==> config.mk <==
export PLATFORM = sky130hd
export DESIGN_NAME = scratch_pad_arbiter
export DESIGN_NICKNAME = d
export VERILOG_FILES = /design/src/rtl/scratch_pad_arbiter_pkg.sv /design/src/rtl/client_tag_fifo.sv /design/src/rtl/scratch_pad_arbiter.sv
export SDC_FILE = /design/constraint.sdc
export NUM_CORES = 1
export LEC_CHECK = 0
export CAP_MARGIN = 25
export CORE_AREA = 4 4 211 213
export CTS_CLUSTER_SIZE = 10
export DETAILED_ROUTE_END_ITERATION = 16
export DIE_AREA = 0 0 215 217
export DONT_BUFFER_PORTS = 1
export PLACE_DENSITY = 0.44
export SLEW_MARGIN = 20
export SYNTH_ARGS = -nofsm -noshare
export SYNTH_HDL_FRONTEND = slang
export SYNTH_SLANG_ARGS = --single-unit
==> constraint.sdc <==
create_clock -name clk -period 11.7 [get_ports clk]
set_clock_uncertainty 0.05 [all_clocks]
set_input_delay 1.17 -clock clk [delete_from_list [all_inputs] [get_ports clk]]
set_output_delay 1.17 -clock clk [all_outputs]
set_load 0.02 [all_outputs]
==> src/rtl/scratch_pad_arbiter_pkg.sv <==
// Shared constants and helpers for the scratch_pad lane arbiter: field widths,
// request packing offsets and the read/write opcode encoding.
package scratch_pad_arbiter_pkg;

  localparam int unsigned DEF_CLIENTS    = 4;
  localparam int unsigned DEF_WIDTH      = 64;
  localparam int unsigned DEF_ADDR_WIDTH = 12;
  localparam int unsigned DEF_TAG_DEPTH  = 32;

  typedef enum logic {
    OP_READ  = 1'b0,
    OP_WRITE = 1'b1
  } op_e;

  // Client ID width; a two-client build still needs one bit.
  function automatic int unsigned id_bits(input int unsigned n);
    return (n <= 2) ? 1 : $clog2(n);
  endfunction

  // One extra bit so a full and an empty tag FIFO can be told apart.
  function automatic int unsigned cnt_bits(input int unsigned depth);
    return $clog2(depth) + 1;
  endfunction

  // Bit offset of client idx inside a packed per-client bus of field width w.
  function automatic int unsigned field_lsb(input int unsigned idx, input int unsigned w);
    return idx * w;
  endfunction

endpackage

==> src/rtl/client_tag_fifo.sv <==
// Synchronous FIFO of client IDs, one entry per outstanding read. The head is
// visible combinationally so returning data can be steered in the same cycle.
module client_tag_fifo
  import scratch_pad_arbiter_pkg::*;
#(
  parameter int unsigned DATA_BITS = 2,
  parameter int unsigned DEPTH     = 32,
  parameter int unsigned PTR_BITS  = cnt_bits(DEPTH)
) (
  input  logic                 clk,
  input  logic                 rst,
  input  logic                 push,
  input  logic [DATA_BITS-1:0] push_data,
  input  logic                 pop,
  output logic [DATA_BITS-1:0] head,
  output logic                 empty,
  output logic                 full
);

  localparam int unsigned IDX_BITS = PTR_BITS - 1;

  logic [DATA_BITS-1:0] mem [DEPTH];
  logic [PTR_BITS-1:0]  wr_ptr_reg;
  logic [PTR_BITS-1:0]  rd_ptr_reg;

  assign empty = (wr_ptr_reg == rd_ptr_reg);
  assign full  = (wr_ptr_reg[PTR_BITS-1] != rd_ptr_reg[PTR_BITS-1]) &&
                 (wr_ptr_reg[IDX_BITS-1:0] == rd_ptr_reg[IDX_BITS-1:0]);
  assign head  = mem[rd_ptr_reg[IDX_BITS-1:0]];

  always_ff @(posedge clk) begin
    if (push && !full) begin
      mem[wr_ptr_reg[IDX_BITS-1:0]] <= push_data;
    end
  end

  always_ff @(posedge clk) begin
    if (!rst) begin
      wr_ptr_reg <= '0;
      rd_ptr_reg <= '0;
    end else begin
      if (push && !full) begin
        wr_ptr_reg <= wr_ptr_reg + 1'b1;
      end
      if (pop && !empty) begin
        rd_ptr_reg <= rd_ptr_reg + 1'b1;
      end
    end
  end

endmodule

==> src/rtl/scratch_pad_arbiter.sv <==
// Round-robin arbiter sharing one scratch_pad lane between several clients;
// read data returns in order and is steered by a FIFO of issuing client IDs.
module scratch_pad_arbiter
  import scratch_pad_arbiter_pkg::*;
#(
  parameter int unsigned CLIENTS     = DEF_CLIENTS,
  parameter int unsigned WIDTH       = DEF_WIDTH,
  parameter int unsigned ADDR_WIDTH  = DEF_ADDR_WIDTH,
  parameter int unsigned TAG_DEPTH   = DEF_TAG_DEPTH,
  parameter int unsigned CLIENT_BITS = id_bits(CLIENTS),
  parameter int unsigned CNT_BITS    = cnt_bits(TAG_DEPTH)
) (
  input  logic                          clk,
  input  logic                          rst,
  input  logic [CLIENTS-1:0]            req_valid,
  input  logic [CLIENTS-1:0]            req_wr,
  input  logic [CLIENTS*ADDR_WIDTH-1:0] req_addr,
  input  logic [CLIENTS*WIDTH-1:0]      req_d,
  output logic [CLIENTS-1:0]            req_ready,
  output logic [CLIENTS-1:0]            rsp_valid,
  output logic [WIDTH-1:0]              rsp_q,
  input  logic [CLIENTS-1:0]            rsp_stall,
  output logic                          sp_rd_en,
  output logic                          sp_wr_en,
  output logic [ADDR_WIDTH-1:0]         sp_addr,
  output logic [WIDTH-1:0]              sp_d,
  input  logic                          sp_full,
  input  logic [WIDTH-1:0]              sp_q,
  input  logic                          sp_valid,
  output logic                          sp_stall,
  output logic [CNT_BITS-1:0]           outstanding,
  output logic                          err
);

  localparam logic [CNT_BITS-1:0] TAG_DEPTH_CNT = CNT_BITS'(TAG_DEPTH);

  logic [ADDR_WIDTH-1:0]  addr_arr [CLIENTS];
  logic [WIDTH-1:0]       data_arr [CLIENTS];
  logic [CLIENTS-1:0]     eligible;

  logic [CLIENT_BITS-1:0] ptr_reg;
  logic                   rd_en_reg;
  logic                   wr_en_reg;
  logic [ADDR_WIDTH-1:0]  addr_reg;
  logic [WIDTH-1:0]       data_reg;
  logic [CNT_BITS-1:0]    outstanding_reg;
  logic                   err_reg;

  logic                   grant_found;
  logic [CLIENT_BITS-1:0] grant_idx;
  op_e                    grant_op;
  logic                   read_ok;
  logic                   tag_push;
  logic                   tag_pop;
  logic [CLIENT_BITS-1:0] tag_head;
  logic                   tag_empty;
  logic                   tag_full;

  // Reads are held off on the registered count, so a pop in the same cycle
  // only frees the slot for the following cycle's arbitration.
  assign read_ok = (outstanding_reg < TAG_DEPTH_CNT) && !tag_full;

  generate
    for (genvar gi = 0; gi < CLIENTS; gi++) begin : g_client
      assign addr_arr[gi]  = req_addr[field_lsb(gi, ADDR_WIDTH) +: ADDR_WIDTH];
      assign data_arr[gi]  = req_d[field_lsb(gi, WIDTH) +: WIDTH];
      assign eligible[gi]  = rst && req_valid[gi] && !sp_full && (req_wr[gi] || read_ok);
      assign req_ready[gi] = grant_found && (grant_idx == CLIENT_BITS'(gi));
      assign rsp_valid[gi] = sp_valid && !tag_empty && (tag_head == CLIENT_BITS'(gi));
    end
  endgenerate

  always_comb begin
    logic [CLIENT_BITS-1:0] cand;
    cand        = '0;
    grant_found = 1'b0;
    grant_idx   = '0;
    for (int i = 0; i < int'(CLIENTS); i++) begin
      cand = ptr_reg + CLIENT_BITS'(i);
      if (!grant_found && eligible[cand]) begin
        grant_found = 1'b1;
        grant_idx   = cand;
      end
    end
  end

  assign grant_op = op_e'(req_wr[grant_idx]);
  assign tag_push = grant_found && (grant_op == OP_READ);
  assign sp_stall = !tag_empty && rsp_stall[tag_head];
  assign tag_pop  = sp_valid && !tag_empty && !sp_stall;
  assign rsp_q    = sp_q;

  client_tag_fifo #(
    .DATA_BITS (CLIENT_BITS),
    .DEPTH     (TAG_DEPTH),
    .PTR_BITS  (CNT_BITS)
  ) u_tag_fifo (
    .clk       (clk),
    .rst       (rst),
    .push      (tag_push),
    .push_data (grant_idx),
    .pop       (tag_pop),
    .head      (tag_head),
    .empty     (tag_empty),
    .full      (tag_full)
  );

  always_ff @(posedge clk) begin
    if (!rst) begin
      ptr_reg         <= '0;
      rd_en_reg       <= 1'b0;
      wr_en_reg       <= 1'b0;
      addr_reg        <= '0;
      data_reg        <= '0;
      outstanding_reg <= '0;
      err_reg         <= 1'b0;
    end else begin
      rd_en_reg <= grant_found && (grant_op == OP_READ);
      wr_en_reg <= grant_found && (grant_op == OP_WRITE);
      if (grant_found) begin
        ptr_reg  <= grant_idx + 1'b1;
        addr_reg <= addr_arr[grant_idx];
        data_reg <= data_arr[grant_idx];
      end
      if (tag_push && !tag_pop) begin
        outstanding_reg <= outstanding_reg + 1'b1;
      end else if (tag_pop && !tag_push) begin
        outstanding_reg <= outstanding_reg - 1'b1;
      end
      if (sp_valid && tag_empty) begin
        err_reg <= 1'b1;
      end
    end
  end

  assign sp_rd_en    = rd_en_reg;
  assign sp_wr_en    = wr_en_reg;
  assign sp_addr     = addr_reg;
  assign sp_d        = data_reg;
  assign outstanding = outstanding_reg;
  assign err         = err_reg;

endmodule

==> flow_metrics.tcl, run 1 <==
set metrics [dict create \
    dp.cells 1421 \
    io-pin-count 542 \
    seq_power_share 0.459 \
    clk_pin_slew_worst_paths_ns 0.08 \
    cts_resized 0 \
    p_per_area_nw_per_um2 167 \
    cts_buffers 17 \
    cts_sinks 168 \
    grt_antenna_before_repair 16 \
    total_leakage_power_nw 3.37 \
    cts_tree "yes" \
    internal_power_mw 1.07 \
    required_ns 10.48 \
    placed_area_sq_um 9400 \
    fin_crit_sh 0.472 \
    synth.area.top_cells "dfxtp_1 22%, edfxtp_1 20%, a311oi_1 7.1%" \
    ys.flop_type "dfxtp_1" \
    yosysUniqueCellTypes 62 \
    avgRoutedWirePerCell_microns 27.8 \
    htree_num_levels 4 \
    combPwrFrac 0.182 \
    swShare 0.357 \
    critPathCapture "req_ready[3]" \
    postRouteAntennaNets 0 \
    finalHoldWorstSlack_ns 0.435 \
    vias 7578 \
    worstReg2RegEnd "outstanding[5]" \
    ir_worst_vdd_uv 115 \
    syn_inst 1008 \
    insertion_delay_ns 0.45 \
    drt_iter0_drc 482 \
    p_sw_uw 597 \
    rows 76 \
    rsz0062_at_grt "no" \
    post-route-drc-count 0 \
    rrSetupSlack_ns 6.44 \
    synth_common_cells "175 x nand2_1, 104 x dfxtp_1, 81 x a21oi_1" \
    core_area_sq_um 42700 \
    r2r_start "u_tag_fifo.wr_ptr_reg[2]" \
    finalSetupViolCount 0 \
    areaGrowthSynthToFinish_pct 6.34 \
    die_w_microns 215 \
    dr.pass1.iters 5 \
    initial_core_util 0.221 \
    synth.most_common_cell "nand2_1" \
    fp.dieH_microns 217 \
    start_kind "flop" \
    crit_fanout 61 \
    fmax_ghz 0.181 \
    numPortBuffers 0 \
    maxSlewHeadroom 0.318 \
    rr_worst_depth 19 \
    status "finished, final reports clean" \
    synth_seq_cells 168 \
    tightest_slew_ns 1.02 \
    grt_first_pass_wirelength_mm 57.0 \
    power_frac_clock 0.359 \
    synth-edff-count 64 \
    synth_area_per_cell_sq_um 9.36 \
    synth_seq_area_share 0.424 \
    worstSetupStartpoint "u_tag_fifo.wr_ptr_reg[2]" \
    yosys.area.top_type "dfxtp_1" \
    arrival_ns 4.30 \
    finalWeightedCongestion 0.827 \
    hpwlAfterDp_mm 30.9 \
    ys_async_sr_fraction 0 \
    dieArea_sq_um 46700 \
    hp-class "reg -> reg" \
    post_cts.repair.setup_buffers 0 \
    synth_fp_nets 1407 \
    critPathKind "reg -> out" \
    drv_cap 0 \
    netlist.area_leader.share 0.221 \
    slew_violations 0 \
    synthesis.area_sq_um 9440 \
    finalWirelength_mm 40.6 \
    clockRootBuffer "clkbuf_16" \
    hold_viol 0 \
    finish.utilization 0.235 \
    grt_pass1_vias 7662 \
    cp-end-kind "primary output" \
    instances_no_fill 1460 \
    period_minus_slack_ns 5.52 \
    stdcell_area_sq_um 10000 \
    finalPower_mw 1.67 \
    worst_slack_ns 6.18 \
    clock_path_buffers 2 \
    fin_tns_setup_ns 0 \
    drive_gt1_frac 0.0959 \
    overflow 0 \
    postCtsHoldBufs 0 \
    fin_nets 1293 \
    grt_max_degree 102 \
    track_usage 0.167 \
    yosys_warnings 0 \
    viasPerCell 5.19 \
    dp_slack_ns 6.13 \
]
## worst max-delay path: stages, from the launching register on
cell and delay, ns:
dfxtp_1 0.57, xor2_1 0.22, nor4_1 0.46, a21oi_1 0.19, o2bb2ai_1 0.21, a2111oi_4 0.43
buf_4 0.50, buf_4 0.63, ha_1 0.26, and2_1 0.29
## cell families (layout without fill, tap and decap cells)
family,Yosys count,count (layout),share of synthesized area
simple gates,344,344,0.173
flops,168,168,0.424
mux,31,31,0.0617
xor+xnor,15,15,0.0139
other cells,0,7,0
buf+inv,158,57,0.0940
fa+ha+maj,15,15,0.0207
compound gates,277,277,0.212
## worst min-delay path by stage
stage | start | to | cells after the start
finish | u_tag_fifo.wr_ptr_reg[5] | u_tag_fifo.wr_ptr_reg[5] | 2
global route | u_tag_fifo.wr_ptr_reg[5] | u_tag_fifo.wr_ptr_reg[5] | 1
CTS | u_tag_fifo.wr_ptr_reg[5] | u_tag_fifo.wr_ptr_reg[5] | 2
detailed placement | u_tag_fifo.wr_ptr_reg[5] | u_tag_fifo.wr_ptr_reg[5] | 2
global placement | u_tag_fifo.wr_ptr_reg[5] | u_tag_fifo.wr_ptr_reg[5] | 1
floorplan | u_tag_fifo.wr_ptr_reg[5] | u_tag_fifo.wr_ptr_reg[5] | 1
## cell usage in the layout (no fill, tap or decap), drive strengths merged, types with 4 or more instances in the layout
| cell | instances |
|---|---|
| nand3 | 7 |
| xnor2 | 10 |
| and2 | 77 |
| clkbuf | 17 |
| mux4 | 20 |
| dfxtp | 104 |
| a211oi | 79 |
| o21ai | 16 |
| buf | 11 |
| edfxtp | 64 |
| a21oi | 81 |
| inv | 22 |
| ha | 14 |
| xor2 | 5 |
| nor2 | 39 |
| a311oi | 76 |
| and3 | 22 |
| nand2 | 179 |
| diode | 7 |
| clkinv | 5 |
| mux2i | 10 |
| o21a | 4 |
## power groups by stage
| stage | clock network, mW | registers (mW) | logic, mW |
|---|---|---|---|
| 2_1_floorplan | 0 | 0.744 | 0.269 |
| 3_3_place_gp | 0 | 0.786 | 0.308 |
| 3_5_place_dp | 0 | 0.787 | 0.309 |
| 4_1_cts | 0.618 | 0.773 | 0.310 |
| 5_1_grt | 0.638 | 0.773 | 0.342 |
| 6_report | 0.600 | 0.768 | 0.305 |
## per-layer routing
| layer | track usage | routed length, microns | vias up |
|---|---|---|---|
| met5 | 0 | 0 | - |
| met3 | 0.0687 | 3790 | 50 |
| li1 | - | - | 3411 |
| met1 | 0.205 | 16600 | 3703 |
| met4 | 0.0612 | 1230 | 0 |
| met2 | 0.265 | 19000 | 414 |
## final cells by class
| cell class | instances | area, sq um |
|---|---|---|
| Antenna cell | 7 | 17.5 |
| Clock buffer | 17 | 425 |
| Sequential cell | 168 | 4000 |
| Clock inverter | 15 | 194 |
| Fill cell | 4595 | 32700 |
| Timing Repair Buffer | 11 | 82.6 |
| Multi-Input combinational cell | 682 | 4570 |
| Inverter | 14 | 52.6 |
| Tap cell | 546 | 683 |
No activity file was read; power rests on OpenSTA's default activity.
==> inputs of run 2 (changes only) <==
PLACE_DENSITY = 0.45   (was 0.44)
clock period = 4.8 ns   (was 11.7 ns; I/O delays follow)
==> run 2 against run 1 <==
Against the previous run:
- cell count grew 0.34%
- die area is the same
- clock-buffer cell count is the same
- worst setup slack lost 5.8 ns
- clock power grew to 2.5 times the previous value
- non-clock buffer count grew 10
- global-route usage shrank 0.16 points
- register-to-register slack lost 6.0 ns
- largest power group unchanged
==> flow_metrics.tcl, run 2 (synthesized netlist as in run 1, its figures left out) <==
set metrics [dict create \
    fin_nets 1303 \
    critPathKind "reg -> reg" \
    dp.cells 1431 \
    slew_violations 0 \
    crit_buf_inv 2 \
    rows 76 \
    maxSlewHeadroom 0.351 \
    cts_sinks 168 \
    overflow 0 \
    htree_num_levels 4 \
    clock_path_buffers 2 \
    period_minus_slack_ns 4.41 \
    tightest_slew_ns 0.973 \
    rsz0062_at_grt "no" \
    viasPerCell 5.22 \
    hp-class "in -> reg" \
    final_common_cell "nand2_1" \
    finalWeightedCongestion 0.824 \
    vias 7651 \
    placed_area_sq_um 9500 \
    post-route-drc-count 0 \
    cp-end-kind "flop" \
    fmax_ghz 0.227 \
    instances_no_fill 1465 \
    grt_first_pass_wirelength_mm 55.5 \
    post_cts.repair.setup_buffers 0 \
    slowest_stage "mux4_2" \
    cts_buffers 17 \
    finalWirelength_mm 39.8 \
    drt_iter0_drc 485 \
    dr.pass1.iters 5 \
    arrival_ns 4.77 \
    core_area_sq_um 42700 \
    clk_pin_slew_worst_paths_ns 0.08 \
    grt_max_degree 102 \
    hpwlAfterDp_mm 30.1 \
    grt_antenna_before_repair 4 \
    cts_tree "yes" \
    finalHoldWorstSlack_ns 0.0644 \
    crit_chain "buf_4 -> mux4_2 -> mux4_2 -> mux2i_4 -> mux2i_1 -> a22oi_4 -> ha_2 -> inv_1 -> ha_1 -> a21o_1 -> a21oi_1 -> o21bai_1 -> a21oi_1 -> xnor2_1 -> or3_1 -> a21boi_0" \
    layout_common_cells "173 x nand2_1, 102 x dfxtp_1, 81 x a21oi_1" \
    postRouteAntennaNets 0 \
    hold_viol 0 \
    fin_tns_setup_ns 0 \
    avgRoutedWirePerCell_microns 27.1 \
    track_usage 0.166 \
    stdcell_area_sq_um 10200 \
    status "finished, final reports clean" \
    ir_worst_vdd_uv 180 \
    numPortBuffers 0 \
    drv_cap 0 \
    initial_core_util 0.221 \
    clockRootBuffer "clkbuf_16" \
    fp.dieH_microns 217 \
    die_w_microns 215 \
    max_stage_delay_ns 0.55 \
    critPathTopFamily "multiplexers" \
    fin_crit_sh 0.918 \
    start_kind "flop" \
    grt_pass1_vias 7752 \
    p_per_area_nw_per_um2 405 \
    drive_gt1_frac 0.116 \
    dieArea_sq_um 46700 \
    finalSetupViolCount 0 \
    io-pin-count 542 \
    crit_fanout 16 \
    required_ns 5.16 \
    total_leakage_power_nw 3.46 \
    insertion_delay_ns 0.49 \
    areaGrowthSynthToFinish_pct 8.10 \
]
==> run 2: changes by cell type in the layout (fill, tap and decap cells not counted), moves of 2 or more <==
cell	before	now
buf_12	0	2
buf_4	11	18
dfxtp_1	104	102
diode_2	7	2
inv_12	0	5
inv_8	5	3
xor2_1	5	3
xor2_2	0	2
==> run 2: routing by layer <==
layer / share of wire / track usage / vias to the layer above / wire length (microns)
li1: - / - / 3435 / -
met1: 0.39 / 0.188 / 3691 / 15300
met2: 0.46 / 0.256 / 458 / 18400
met3: 0.11 / 0.0894 / 65 / 4410
met4: 0.039 / 0.0752 / 2 / 1540
met5: 0.0022 / 0.0135 / - / 88
==> run 2: final timing paths <==
check	startpoint	endpoint	slack [ns]	cells after the start
min reg2reg	u_tag_fifo.wr_ptr_reg[5]	u_tag_fifo.wr_ptr_reg[5]	0.46	2
max	flop	outstanding[5]	0.39	16
max reg2reg	flop	outstanding[5]	0.39	16
min	rst	outstanding[3]	0.06	1
==> run 2: timing repair <==
item                       CTS  global route
hold buffers                 0             0
resized for setup            1            10
setup endpoints to repair    2             4
==> run 2: report_power, final <==
group | total (mW) | switching [mW] | internal, mW
clock network | 1.51 | 0.772 | 0.734
logic | 0.768 | 0.480 | 0.289
registers | 1.86 | 0.264 | 1.59
total | 4.13 | 1.52 | 2.62
==> run 2: layout make-up <==
type	instances	area [sq um]
Fill cell	4625	32500
Multi-Input combinational cell	682	4620
Sequential cell	168	4010
Tap cell	546	683
Clock inverter	15	218
Inverter	14	53.8
Clock buffer	17	425
Antenna cell	2	5.00
Timing Repair Buffer	21	186
==> run 2: through the flow <==
stage	setup WS [ns]	util	total power, mW
detailed placement	0.139	0.222	2.67
floorplan	0.471	-	2.47
global route	0.00421	0.239	4.34
CTS	0.0860	0.238	4.22
finish	0.392	0.239	4.13
global placement	0.299	0.222	2.66
==> inputs of run 3 (changes only) <==
BUFFER_PORTS_ARGS = -buffer_cell sky130_fd_sc_hd__buf_2   (was default)
CORE_AREA = 4 4 209 211   (was 4 4 211 213)
DIE_AREA = 0 0 213 215   (was 0 0 215 217)
DONT_BUFFER_PORTS = default   (was 1)
PLACE_DENSITY = 0.57   (was 0.45)
==> run 3 against run 2 <==
Against the previous run:
- critical path depth is 1 higher
- worst setup slack worse by 0.10 ns
- via count is 19% higher
- global-route usage is 0.22 points lower
- register-to-register slack worse by 0.10 ns
- maximum frequency is 2.2% lower
- first-iteration DRC count is 11% higher
- die area is 1.8% lower
- highest routed layer unchanged
==> flow_metrics.tcl, run 3 (synthesized netlist as in run 1, its figures left out) <==
set metrics [dict create \
    rr_worst_depth 17 \
    cts_buffers 17 \
    holdPathEnd "sp_d[41]" \
    finalWirelength_mm 39.2 \
    arrival_ns 4.84 \
    grt_pass1_vias 9337 \
    clock_path_buffers 2 \
    ir_worst_vdd_uv 169 \
    min-delay-start "req_d[233]" \
    dieArea_sq_um 45800 \
    cts_tree "yes" \
    finalSetupViolCount 0 \
    htree_num_levels 4 \
    layout_common_cells "412 x buf_2, 173 x nand2_1, 102 x dfxtp_1" \
    hold_depth 3 \
    postCtsHoldBufs 0 \
    final_common_cell "buf_2" \
    track_usage 0.163 \
    fp.dieH_microns 215 \
    postRouteAntennaNets 0 \
    drv_cap 0 \
    fin_nets 1718 \
    overflow 0 \
    slew_violations 0 \
    insertion_delay_ns 0.46 \
    viasPerCell 4.86 \
    fin_crit_sh 0.939 \
    post-route-drc-count 0 \
    numPortBuffers 413 \
    clockRootBuffer "clkbuf_16" \
    slowest_stage "dfxtp_1" \
    grt_antenna_before_repair 5 \
    core_area_sq_um 41800 \
    max_stage_delay_ns 0.56 \
    hp-class "in -> reg" \
    post_cts.repair.setup_buffers 0 \
    r2r_start "u_tag_fifo.wr_ptr_reg[3]" \
    required_ns 5.13 \
    rows 75 \
    crit_fanout 12 \
    cts_sinks 168 \
    drt_iter0_drc 540 \
    finalHoldWorstSlack_ns 0.231 \
    crit_buf_inv 1 \
    worstReg2RegEnd "outstanding[5]" \
    cp.depth 17 \
    initial_core_util 0.226 \
    rrSetupSlack_ns 0.29 \
    period_minus_slack_ns 4.51 \
    drive_gt1_frac 0.386 \
    fin_tns_setup_ns 0 \
    areaGrowthSynthToFinish_pct 29.4 \
    cp-end-kind "flop" \
    total_leakage_power_nw 5.15 \
    fmax_ghz 0.222 \
    grt_max_degree 66 \
    hold_viol 0 \
    avgRoutedWirePerCell_microns 20.9 \
    maxSlewHeadroom 0.433 \
    critPathTopFamily "compound AO/OA/AOI/OAI gates" \
    critPathKind "reg -> reg" \
    start_kind "flop" \
    finalWeightedCongestion 0.893 \
    io-pin-count 542 \
    p_per_area_nw_per_um2 354 \
    grt_first_pass_wirelength_mm 56.4 \
    status "finished, final reports clean" \
    rsz0062_at_grt "no" \
    dr.pass1.iters 5 \
    hpwlAfterDp_mm 30.4 \
    clk_pin_slew_worst_paths_ns 0.09 \
    crit_chain "xnor2_1 -> nand3_1 -> o41ai_1 -> o2111a_1 -> a2111oi_4 -> mux2_4 -> o22ai_1 -> ha_1 -> inv_1 -> ha_1 -> a21o_1 -> a21oi_1 -> o21bai_1 -> a21oi_1 -> xnor2_1 -> or3_1 -> a21boi_0" \
    vias 9101 \
    die_w_microns 213 \
    tightest_slew_ns 0.846 \
]
run 3: changes by cell type in the layout (fill, tap and decap cells not counted), sizes merged:
cell and change:
clkinv +1, buf +415, inv -1, diode -1
run 3: area by class of cell:
class	count	area [sq um]
Fill cell	4416	29500
Sequential cell	168	4010
Clock inverter	15	206
Multi-Input combinational cell	682	4570
Tap cell	539	674
Clock buffer	17	425
Timing Repair Buffer	436	2270
Inverter	14	52.6
Antenna cell	1	2.50
run 3: worst max-delay path by stage:
stage | start | to | slack, ns
final | u_tag_fifo.wr_ptr_reg[3] | outstanding[5] | 0.29
after global routing | u_tag_fifo.wr_ptr_reg[2] | outstanding[5] | 0.01
after CTS | u_tag_fifo.wr_ptr_reg[2] | req_ready[2] | 0.11
after detailed placement | u_tag_fifo.wr_ptr_reg[2] | outstanding[5] | 0.21
after global placement | u_tag_fifo.wr_ptr_reg[2] | outstanding[5] | 0.27
after floorplan | u_tag_fifo.wr_ptr_reg[2] | outstanding[5] | 0.47
run 3: tightest hold or removal path, stage by stage:
cell and delay [ns]:
buf_2 0.09, nand2_1 0.05, a311oi_1 0.08
run 3: where the power goes:
part | switching [mW] | total [mW] | leakage, nW | internal [mW]
registers | 0.0706 | 1.66 | 1.45 | 1.59
logic | 0.742 | 1.19 | 3.40 | 0.448
clock network | 0.746 | 1.47 | 0.304 | 0.727
run 3: timing repair:
item,in CTS,in global routing
endpoints found under the setup margin,2,4
pin swaps,0,0
gates cloned,0,0
gates resized for setup,1,2
run 3: layer usage:
layer | up-vias | track usage | part of all wire
met4 | 6 | 0.0829 | 0.048
met5 | - | 0.00862 | 0.0019
met1 | 4285 | 0.195 | 0.40
met2 | 474 | 0.264 | 0.47
met3 | 77 | 0.0505 | 0.077
li1 | 4259 | - | -
run 3: stage by stage:
step	power (mW)	std cells	setup WS [ns]	area [sq um]	utilization
2_1_floorplan	2.47	1008	0.471	9440	-
3_3_place_gp	2.89	1839	0.267	11600	0.277
3_5_place_dp	2.89	1839	0.208	11600	0.277
4_1_cts	4.39	1871	0.114	12200	0.292
5_1_grt	4.55	1871	0.0145	12200	0.292
6_report	4.33	1872	0.292	12200	0.292
